## config.mk

```make
export PLATFORM = sky130hd
export DESIGN_NAME = bin_to_bcd_seq
export DESIGN_NICKNAME = d
export VERILOG_FILES = /design/src/rtl/bin_to_bcd_seq.sv
export SDC_FILE = /design/constraint.sdc
export NUM_CORES = 1
export LEC_CHECK = 0
export BUFFER_PORTS_ARGS = -buffer_cell sky130_fd_sc_hd__buf_2
export CAP_MARGIN = 30
export CORE_UTILIZATION = 40
export CTS_BUF_LIST = sky130_fd_sc_hd__clkbuf_4
export DETAILED_ROUTE_END_ITERATION = 16
export PLACE_DENSITY = 0.65
export SKIP_CTS_REPAIR_TIMING = 1
export SLEW_MARGIN = 30
export SYNTH_ARGS = -nofsm -noshare
export SYNTH_HDL_FRONTEND = slang
export SYNTH_SLANG_ARGS = --single-unit
```

## constraint.sdc

```tcl
create_clock -name clk -period 3 [get_ports clk]
set_input_delay 0.15 -clock clk [delete_from_list [all_inputs] [get_ports clk]]
set_output_delay 0.15 -clock clk [all_outputs]
set_load 0.01 [all_outputs]
```

## src/rtl/bin_to_bcd_seq.sv

```systemverilog
// Sequential binary-to-BCD converter (shift-and-add-3) with a start/busy/done
// handshake. One conversion takes WIDTH shift cycles after acceptance.
// Optional feature macro: BIN_TO_BCD_SIGNED_EN (two's complement input,
// magnitude converted, sign reported alongside bcd_out).
//
//   state | meaning
//   IDLE  | waiting for start; bcd_out/sign hold the last result
//   SHIFT | one add-3 correction plus left shift per cycle, WIDTH cycles
module bin_to_bcd_seq #(
  parameter int WIDTH  = 8,
  parameter int DIGITS = 3
) (
  input  logic                  clk,
  input  logic                  rst,
  input  logic                  start,
  input  logic [WIDTH-1:0]      bin_in,
  output logic                  busy,
  output logic                  done,
  output logic [4*DIGITS-1:0]   bcd_out,
  output logic                  sign
);

  localparam int CW = $clog2(WIDTH + 1);
  localparam int BW = 4 * DIGITS;

  // Decimal digits needed to show the largest unsigned WIDTH-bit value.
  function automatic int dec_digits(input int w);
    longint unsigned v;
    int n;
    v = (64'd1 << w) - 64'd1;
    n = 0;
    while (v != 0) begin
      v = v / 10;
      n = n + 1;
    end
    if (n == 0) n = 1;
    return n;
  endfunction

  if (DIGITS < dec_digits(WIDTH)) begin : g_bad_digits
    $error("bin_to_bcd_seq: DIGITS=%0d too small for WIDTH=%0d", DIGITS, WIDTH);
  end

  typedef enum logic {IDLE, SHIFT} state_t;

  state_t           state_q, state_d;
  logic [WIDTH-1:0] bin_q, bin_d;
  logic [BW-1:0]    scratch_q, scratch_d;
  logic [CW-1:0]    cnt_q, cnt_d;
  logic [BW-1:0]    bcd_q, bcd_d;
  logic             done_q, done_d;
  logic [BW-1:0]    corrected;
  logic [BW-1:0]    shifted;
  logic [WIDTH-1:0] load_val;

`ifdef BIN_TO_BCD_SIGNED_EN
  logic sign_r_q, sign_r_d;
  logic sign_q, sign_d;

  // Magnitude of the two's complement operand; -2^(WIDTH-1) maps onto itself
  // as an unsigned value, which is the correct magnitude.
  always_comb begin
    load_val = bin_in[WIDTH-1] ? ((~bin_in) + WIDTH'(1)) : bin_in;
  end
`else
  // Unsigned build: operand loads as-is.
  always_comb begin
    load_val = bin_in;
  end
`endif

  // Add-3 correction on each digit >= 5, then shift in the binary MSB.
  always_comb begin
    corrected = scratch_q;
    for (int i = 0; i < DIGITS; i++) begin
      if (scratch_q[4*i +: 4] >= 4'd5)
        corrected[4*i +: 4] = scratch_q[4*i +: 4] + 4'd3;
    end
    shifted = {corrected[BW-2:0], bin_q[WIDTH-1]};
  end

  // Next-state and datapath control.
  always_comb begin
    state_d   = state_q;
    bin_d     = bin_q;
    scratch_d = scratch_q;
    cnt_d     = cnt_q;
    bcd_d     = bcd_q;
    done_d    = 1'b0;
`ifdef BIN_TO_BCD_SIGNED_EN
    sign_r_d  = sign_r_q;
    sign_d    = sign_q;
`endif
    case (state_q)
      IDLE: begin
        if (start) begin
          bin_d     = load_val;
          scratch_d = '0;
          cnt_d     = '0;
          state_d   = SHIFT;
`ifdef BIN_TO_BCD_SIGNED_EN
          sign_r_d  = bin_in[WIDTH-1];
`endif
        end
      end
      SHIFT: begin
        scratch_d = shifted;
        bin_d     = {bin_q[WIDTH-2:0], 1'b0};
        cnt_d     = cnt_q + CW'(1);
        if (cnt_q == CW'(WIDTH - 1)) begin
          bcd_d   = shifted;
          done_d  = 1'b1;
          state_d = IDLE;
`ifdef BIN_TO_BCD_SIGNED_EN
          sign_d  = sign_r_q;
`endif
        end
      end
      default: state_d = IDLE;
    endcase
  end

  // State and datapath registers; reset aborts any conversion in flight.
  always_ff @(posedge clk or posedge rst) begin
    if (rst) begin
      state_q   <= IDLE;
      bin_q     <= '0;
      scratch_q <= '0;
      cnt_q     <= '0;
      bcd_q     <= '0;
      done_q    <= 1'b0;
    end else begin
      state_q   <= state_d;
      bin_q     <= bin_d;
      scratch_q <= scratch_d;
      cnt_q     <= cnt_d;
      bcd_q     <= bcd_d;
      done_q    <= done_d;
    end
  end

`ifdef BIN_TO_BCD_SIGNED_EN
  // Sign captured at acceptance, published together with bcd_out.
  always_ff @(posedge clk or posedge rst) begin
    if (rst) begin
      sign_r_q <= 1'b0;
      sign_q   <= 1'b0;
    end else begin
      sign_r_q <= sign_r_d;
      sign_q   <= sign_d;
    end
  end

  assign sign = sign_q;
`else
  assign sign = 1'b0;
`endif

  assign busy    = (state_q == SHIFT);
  assign done    = done_q;
  assign bcd_out = bcd_q;

endmodule

```

=== Word level (Yosys, flattened, before mapping) ===
Index checks and enable logic that the tools add are counted.

* Register bits after elaboration: 38
* Input port bits: 11
* Word-level logic and storage cells: 31

* $add $sub $neg: 4
* Magnitude comparators: 3
* Equality and inequality tests: 2
* Mux-type cells: 14
* Bitwise logic cells: 1
* Reductions and logical operators: 1

{| class="wikitable"
|+ Operators with widths
! operator !! number
|-
| $pmux W12 S2 || 1
|-
| $pmux W8 S2 || 1
|-
| $ge A4 B3 Y1 const B || 3
|-
| $mux W12 || 1
|-
| $mux W4 || 3
|-
| $add A4 B2 Y4 const B || 2
|-
| $mux W8 || 1
|-
| $pmux W4 S2 || 1
|-
| $add A4 B1 Y4 const B || 1
|-
| $eq A4 B3 Y1 const B || 1
|-
| $mux W1 || 4
|-
| $add A3 B2 Y3 const B || 1
|-
| $mux W3 || 1
|-
| $ne A2 B2 Y1 const B || 1
|-
| $pmux W1 S2 || 1
|-
| $reduce_and A2 Y1 || 1
|-
| $not A1 Y1 || 1
|}

=== Depth between registers and ports, before layout ===
Gate-level depths: netlist of the first run.

* Depth after elaboration: 3
* Gate-level depth with buffers: 6

=== Worst setup path after synthesis of the first run ===
No wires, ideal clock.

* Path kind: register to register
* Start point: register scratch_q[0]
* End point: register scratch_q[2]
* Arrival time: 1.384 ns
* Data required time: 2.921 ns
* Slack: 1.536 ns
* Stages on the path, launching flop included: 7
* Path buffers: 0
* Clock period less this slack: 1.464 ns
* Path through: dfrtp_1 > inv_1 > ha_1 > nand2b_2 > a21oi_2 > mux2_4 > mux2i_1

* Longest elaborated chain between the ends: 3
* Elaborated cells on any way between the ends: 4

{| class="wikitable"
|+ Ends and longest elaborated chain
! what !! RTL line !! RTL
|-
| from (decl) || 48 || <nowiki>logic [BW-1:0] scratch_q, scratch_d;</nowiki>
|-
| from (signal assigned) || 135 || <nowiki>scratch_q <= scratch_d;</nowiki>
|-
| $add A4 B2 Y4 or $ge A4 B3 Y1 (tied branches) || 77, 76 ||
|-
| $mux W4 (*) || 76 || <nowiki>if (scratch_q[4*i +: 4] >= 4'd5)</nowiki>
|-
| $pmux W12 S2 (*) || 94 || <nowiki>case (state_q)</nowiki>
|}

Every way passes the cells marked *; elsewhere a longest branch is shown, timed or not.
A chain may end at the register's enable or synchronous reset.

=== Worst setup path in the final report of the first run ===
Same ends and word-level chain as after synthesis.

==> run_results.csv, run 1 <==
group,metric,value,unit
layout,nets,221,
critical_path,critical_path.max_fanout,5,
job,drv_cap,0,
logic_synthesis,avgSynthCellArea,10.4,um2
detailed_routing,wl_per_cell,12.1,um
sta,period_share,54.5,%
detailed_routing,routed_wl,3110,um
detailed_routing,vias,1261,
power_and_ir_drop,power,2.31,mW
critical_path,cp.buffers_inverters,1,
critical_path,crit_family,"multiplexers",
logic_synthesis,synth-seq-cells,38,
logic_synthesis,synth.area.top_cells,"dfrtp_1, mux2i_1, nand2_1",
clock_tree,clkLatencyLatePin,0.34,ns
layout,drive_above_1_share,20.6,%
floorplan,row_count,24,
detailed_routing,drt_iter0_markers,39,
critical_path,critical_path_class,"reg2reg",
sta,final-max-slew-violation-count,0,
floorplan,dieWidth,70.2,um
place,gp_congestion,0.793,
detailed_routing,remaining_drc_errors,0,
floorplan,start_util,42.1,%
power_and_ir_drop,power_leakage,1.08,nW
place,post-dp-hpwl,2120,um
detailed_routing,ant_nets,0,
critical_path,worst_ep_required_time,3.26,ns
floorplan,core_area,4410,um2
layout,area_growth,14.3,%
critical_path,r2r_setup_slack,1.36,ns
global_routing,grt_max_degree,39,
clock_tree,cts.htree.levels,2,
global_routing,overflow,0,
critical_path,regToRegStartpoint,"scratch_q[0]",
status,outcome,"finished clean",
logic_synthesis,syn-instance-count,178,
detailed_routing,first_pass_iters,4,
logic_synthesis,syn-cell-area,1860,um2
logic_synthesis,ys.warnings.count,0,
sta,hold_violations,0,
sta,fin_crit,1.64,ns
critical_path,crit_path_max_incr_delay,0.42,ns
layout,antennaDiodeCount,0,
critical_path,crit_slowest_cell,"dfrtp_1",
critical_path,reg2regPathDepth,6,
logic_synthesis,synthDistinctLibCells,29,
clock_tree,cts_tree,"built",
critical_path,crit_path_cell_trace,"inv_1 > ha_1 > nand2b_2 > a21oi_2 > mux2_4 > mux2i_1",
worst_hold_path,hold_path_end,"bin_q[0]",
sta,fmax,611,MHz
power_and_ir_drop,ir_drop,0.361,mV
place,port_buffers,24,
logic_synthesis,ys_seq_area_share,51.1,%
sta,setup_tns,0,ns
clock_tree,clock_tree.buffer_depth,2,
critical_path,startpoint_type,"flop",
detailed_routing,via_per_inst,4.93,
logic_synthesis,synth_top_area_cell,"dfrtp_1",
sta,clock_skew,0.00832,ns
floorplan,die_y,70.2,um
clock_tree,clockRootBuffer,"clkbuf_4",
global_routing,grt_antenna_before_repair,0,
global_routing,grt_pass1_wl,5720,um
critical_path,worst_ep_arrival_time,1.90,ns
floorplan,num_io_pins,26,
worst_hold_path,hold_class,"in2reg",
floorplan,dieArea,4920,um2
sta,rsz0062_at_grt,"false",
clock_tree,cts.sinks,38,
logic_synthesis,synth_nets,196,
global_routing,first_global_vias,1270,
logic_synthesis,synth_top_area_share,51.1,%
worst_hold_path,hold_path_depth,3,
clock_tree,path_clk_slew,0.11,ns
clock_tree,cts_buffers,5,
power_and_ir_drop,powerDensity,1090,nW/um2
worst_hold_path,min_from,"bin_in[0]",
global_routing,grtUsageTotal,14.9,%
critical_path,timing.rr.end,"scratch_q[2]",
sta,setup_viol,0,
critical_path,crit_path_end_kind,"flop",
power by group:
part / leakage (nW) / switching [mW] / internal (mW) / total [mW]
Sequential: 0.484 / 0.160 / 0.733 / 0.894
Combinational: 0.544 / 0.529 / 0.458 / 0.987
Clock: 0.0528 / 0.168 / 0.257 / 0.425
how the worst max path moves through the flow:
| stage | from | endpoint | slack, ns | cells past startpoint |
|---|---|---|---|---|
| after floorplan | scratch_q[0] | scratch_q[2] | 1.54 | 6 |
| after global placement | scratch_q[0] | scratch_q[2] | 1.43 | 6 |
| after detailed placement | scratch_q[0] | scratch_q[2] | 1.38 | 6 |
| after CTS | scratch_q[0] | scratch_q[2] | 1.36 | 6 |
| after global routing | scratch_q[0] | scratch_q[2] | 1.28 | 6 |
| final | scratch_q[0] | scratch_q[2] | 1.36 | 6 |
per-stage QoR:
stage / hold slack, ns / instance area, um2 / setup WS, ns / cells / utilization, %
after global placement: 0.291 / 2010 / 1.43 / 247 / 45.6
after floorplan: 0.306 / 1860 / 1.54 / 178 / -
after CTS: -0.0951 / 2110 / 1.36 / 255 / 47.9
after global routing: 0.0649 / 2120 / 1.28 / 256 / 48.1
final: 0.0601 / 2120 / 1.36 / 256 / 48.1
after detailed placement: 0.297 / 2010 / 1.38 / 247 / 45.6
final cells by class:
type	instances	area (um2)
Clock buffer	5	37.5
Clock inverter	3	63.8
Fill cell	402	2290
Inverter	9	33.8
Multi-Input combinational cell	122	828
Sequential cell	38	951
Tap cell	52	65.1
Timing Repair Buffer	27	145
per-layer routing:
| layer | part of all wire [%] | wire [um] | track usage (%) | up-vias |
|---|---|---|---|---|
| met5 | 0 | 0 | 0 | - |
| met4 | 1.7 | 53 | 5.33 | 0 |
| met3 | 3.1 | 97 | 4.76 | 6 |
| met2 | 49 | 1530 | 25.4 | 17 |
| met1 | 46 | 1420 | 17.5 | 594 |
| li1 | - | - | - | 644 |
worst register-to-register path, stage by stage, from the launching register on:
cell and delay [ns]:
dfrtp_1 0.42, inv_1 0.12, ha_1 0.28, nand2b_2 0.09
a21oi_2 0.20, mux2_4 0.33, mux2i_1 0.14
state kept, by name, summed over array words and instances (netlist names):
| signal | flops |
|---|---|
| scratch_q | 12 |
| done | 1 |
| cnt_q | 4 |
| bcd_out | 12 |
| bin_q | 8 |
| busy | 1 |
logic make-up (layout without fill, tap and decap cells):
group	after synthesis	count (layout)	share of synthesized area, %
AND/OR/NAND/NOR	53	53	14.9
flip-flops	38	38	51.1
AO/OA/AOI/OAI	35	35	10.2
multiplexers	22	22	12.6
buffers and inverters	18	44	4.31
adder cells (fa/ha/maj)	7	7	4.71
XOR/XNOR	4	4	1.88
other	1	1	0.202
Yosys cell counts (all sizes together):
| library cell | count |
|---|---|
| a21oi | 8 |
| a31oi | 1 |
| buf | 8 |
| clkbuf | 1 |
| conb | 1 |
| dfrtp | 38 |
| ha | 7 |
| inv | 9 |
| mux2 | 5 |
| mux2i | 17 |
| nand2 | 24 |
| nand2b | 13 |
| nand3 | 3 |
| nand4 | 1 |
| nor2 | 3 |
| nor2b | 1 |
| nor3b | 7 |
| o21ai | 25 |
| o31ai | 1 |
| or2b | 1 |
| xnor2 | 3 |
| xor2 | 1 |
cells in the final DEF, fill, tap and decap left out, types with 3 or more instances in the layout:
master and count:
buf_2 24, clkbuf_4 5, nand2b_1 12, ha_1 7
a21oi_2 3, inv_1 9, o21ai_0 13, xnor2_1 3
dfrtp_1 38, a21oi_1 5, o21ai_1 12, nand2_1 24
mux2i_1 17, nor3b_1 7, nor2_1 3
(Power assumes the default switching activity.)
==> run 2, diff against run 1 <==
--- a/config.mk
+++ b/config.mk
@@ -5,12 +5,13 @@
 export SDC_FILE = /design/constraint.sdc
 export NUM_CORES = 1
 export LEC_CHECK = 0
+export ABC_AREA = 1
 export BUFFER_PORTS_ARGS = -buffer_cell sky130_fd_sc_hd__buf_2
 export CAP_MARGIN = 30
 export CORE_UTILIZATION = 40
 export CTS_BUF_LIST = sky130_fd_sc_hd__clkbuf_4
 export DETAILED_ROUTE_END_ITERATION = 16
-export PLACE_DENSITY = 0.65
+export PLACE_DENSITY = 0.67
 export SKIP_CTS_REPAIR_TIMING = 1
 export SLEW_MARGIN = 30
 export SYNTH_ARGS = -nofsm -noshare
==> constraint.sdc (replaced) <==
create_clock -name clk -period 1.5 [get_ports clk]
set_input_delay 0.075 -clock clk [delete_from_list [all_inputs] [get_ports clk]]
set_output_delay 0.075 -clock clk [all_outputs]
set_load 0.01 [all_outputs]
==> run 2 against run 1 <==
Effect of this change: non-clock buffer count is 12 higher; register-to-register slack worse by 1.2 ns; utilization is 2.0 points higher; maximum frequency is 23% higher; die area is 3.1% lower; synthesized cell count is 19% higher; largest cell class unchanged.
==> run_results.csv, run 2 <==
group,metric,value,unit
status,outcome,"finished clean",
sta,final-max-slew-violation-count,0,
clock_tree,clock_tree.buffer_depth,2,
layout,nets,268,
global_routing,grt_antenna_before_repair,0,
logic_synthesis,ys.warnings.count,0,
critical_path,r2r_setup_slack,0.18,ns
layout,area_growth,20.4,%
logic_synthesis,synth_top_area_share,52.9,%
detailed_routing,drt_iter0_markers,160,
power_and_ir_drop,powerDensity,2160,nW/um2
clock_tree,cts_tree,"built",
sta,rsz0062_at_grt,"false",
logic_synthesis,synth-seq-cells,38,
sta,setup_viol,0,
logic_synthesis,synth.area.top_cells,"dfrtp_1, nand2_1, nand3_1",
critical_path,critical_path.max_fanout,4,
critical_path,crit_path_end_kind,"flop",
critical_path,startpoint_type,"flop",
layout,multi_input_area,722,um2
floorplan,dieArea,4770,um2
logic_synthesis,syn-instance-count,211,
global_routing,grtUsageTotal,16.6,%
clock_tree,cts_buffers,5,
critical_path,worst_ep_required_time,1.75,ns
clock_tree,cts.htree.levels,2,
sta,fmax,755,MHz
layout,final_common_cell,"nand2_1",
sta,setup_tns,0,ns
layout,antennaDiodeCount,0,
power_and_ir_drop,power_leakage,1.14,nW
worst_hold_path,hold_class,"in2reg",
detailed_routing,ant_nets,0,
critical_path,timing.rr.end,"scratch_q[1]",
logic_synthesis,ys_seq_area_share,52.9,%
logic_synthesis,yosysMostFrequentCell,"nand2_1",
sta,clock_skew,0.00541,ns
layout,final_cell_mix,"nand2_1, dfrtp_1, nand3_1",
worst_hold_path,hold_path_end,"scratch_q[0]",
global_routing,first_global_vias,1458,
floorplan,num_io_pins,26,
power_and_ir_drop,ir_drop,0.851,mV
place,dp.cells,286,
clock_tree,clockRootBuffer,"clkbuf_4",
worst_hold_path,hold_path_depth,4,
logic_synthesis,syn-cell-area,1800,um2
global_routing,met2_usage,27.0,%
floorplan,dieWidth,69.1,um
logic_synthesis,synth_top_area_cell,"dfrtp_1",
worst_hold_path,min_from,"start",
layout,fillers,430,
detailed_routing,remaining_drc_errors,0,
critical_path,regToRegStartpoint,"scratch_q[0]",
logic_synthesis,synth_commonest_cells,"nand2_1, dfrtp_1, nand3_1",
job,drv_cap,0,
floorplan,start_util,41.6,%
layout,instances_no_fill,303,
place,port_buffers,24,
clock_tree,cts.sinks,38,
global_routing,grt_use_met3,4.24,%
logic_synthesis,async_reset_ff_share,100,%
place,gp_congestion,0.836,
floorplan,row_count,24,
sta,period_share,88.3,%
logic_synthesis,synth-main-ff-cell,"dfrtp_1",
place,post-dp-hpwl,2440,um
critical_path,critical_path_class,"reg2reg",
floorplan,core_area,4320,um2
detailed_routing,wl_per_cell,11.6,um
sta,hold_violations,0,
detailed_routing,via_per_inst,4.92,
layout,seqCellArea,952,um2
clock_tree,path_clk_slew,0.12,ns
detailed_routing,vias,1492,
global_routing,top_usage_layer,"met2",
layout,drive_above_1_share,18.3,%
sta,fin_crit,1.32,ns
logic_synthesis,synthDistinctLibCells,21,
logic_synthesis,synth_nets,229,
critical_path,reg2regPathDepth,8,
critical_path,worst_ep_arrival_time,1.58,ns
logic_synthesis,avgSynthCellArea,8.53,um2
floorplan,die_y,69.1,um
global_routing,overflow,0,
detailed_routing,routed_wl,3510,um
clock_tree,clkLatencyLatePin,0.35,ns
detailed_routing,first_pass_iters,4,
global_routing,grt_max_degree,39,
global_routing,grt_pass1_wl,6350,um
logic_synthesis,synth-edff-count,0,
global_routing,gr-usage-met1,20.4,%
## run 2: how the worst max path moves through the flow
stage / from / to / cells past startpoint / slack, ns
4_1_cts: busy / busy / 2 / 0.06
3_3_place_gp: scratch_q[0] / scratch_q[1] / 8 / 0.18
6_report: scratch_q[0] / scratch_q[1] / 8 / 0.18
3_5_place_dp: busy / bcd_out[11] / 5 / 0.17
5_1_grt: scratch_q[4] / scratch_q[5] / 8 / 0.02
2_1_floorplan: cnt_q[0] / bcd_out[11] / 7 / 0.29
## run 2: power by group
group | leakage [nW] | total, mW | switching, mW | internal [mW]
logic | 0.608 | 2.01 | 1.21 | 0.795
registers | 0.477 | 1.83 | 0.333 | 1.49
clock network | 0.0528 | 0.858 | 0.345 | 0.513
total | 1.14 | 4.69 | 1.89 | 2.80
## run 2: layer usage
metal,vias to the layer above,part of all wire [%]
li1,763,-
met1,682,48
met2,40,46
met3,7,4.0
met4,0,1.7
met5,-,0
## run 2: kinds of logic after synthesis
kind of cell,Yosys count,share of synthesized area [%]
compound gates,19,6.33
xor+xnor,1,0.487
flops,38,52.9
other cells,1,0.208
fa+ha+maj,7,4.87
buf+inv,26,7.02
simple gates,119,28.2
## run 2: per-stage QoR
stage	worst slack (ns)	utilization (%)	area, um2	power (mW)	hold WS [ns]
final	0.176	50.1	2170	4.69	0.0703
after global routing	0.0197	50.1	2170	5.18	0.0970
after CTS	0.0568	48.0	2080	4.73	-0.184
after detailed placement	0.174	45.7	1970	3.86	0.214
after global placement	0.185	45.7	1970	3.81	0.213
after floorplan	0.287	-	1800	3.31	0.195
## run 2: final cells by class
cell class | instances | share of cell area [%]
clock buffer | 5 | 1.73
clock inverter | 3 | 2.94
inverter | 19 | 3.29
multi-input combinational | 147 | 33.3
sequential | 38 | 43.9
tap | 52 | 3.00
timing repair buffer | 39 | 11.8
## run 2: worst max-delay path: stages (launching register included)
cell and delay, ns:
dfrtp_1 0.42, inv_2 0.08, ha_1 0.21, inv_1 0.05, nand2_1 0.09, nand3_1 0.15, nand2_1 0.09, nand3_1 0.09
nand2_1 0.06
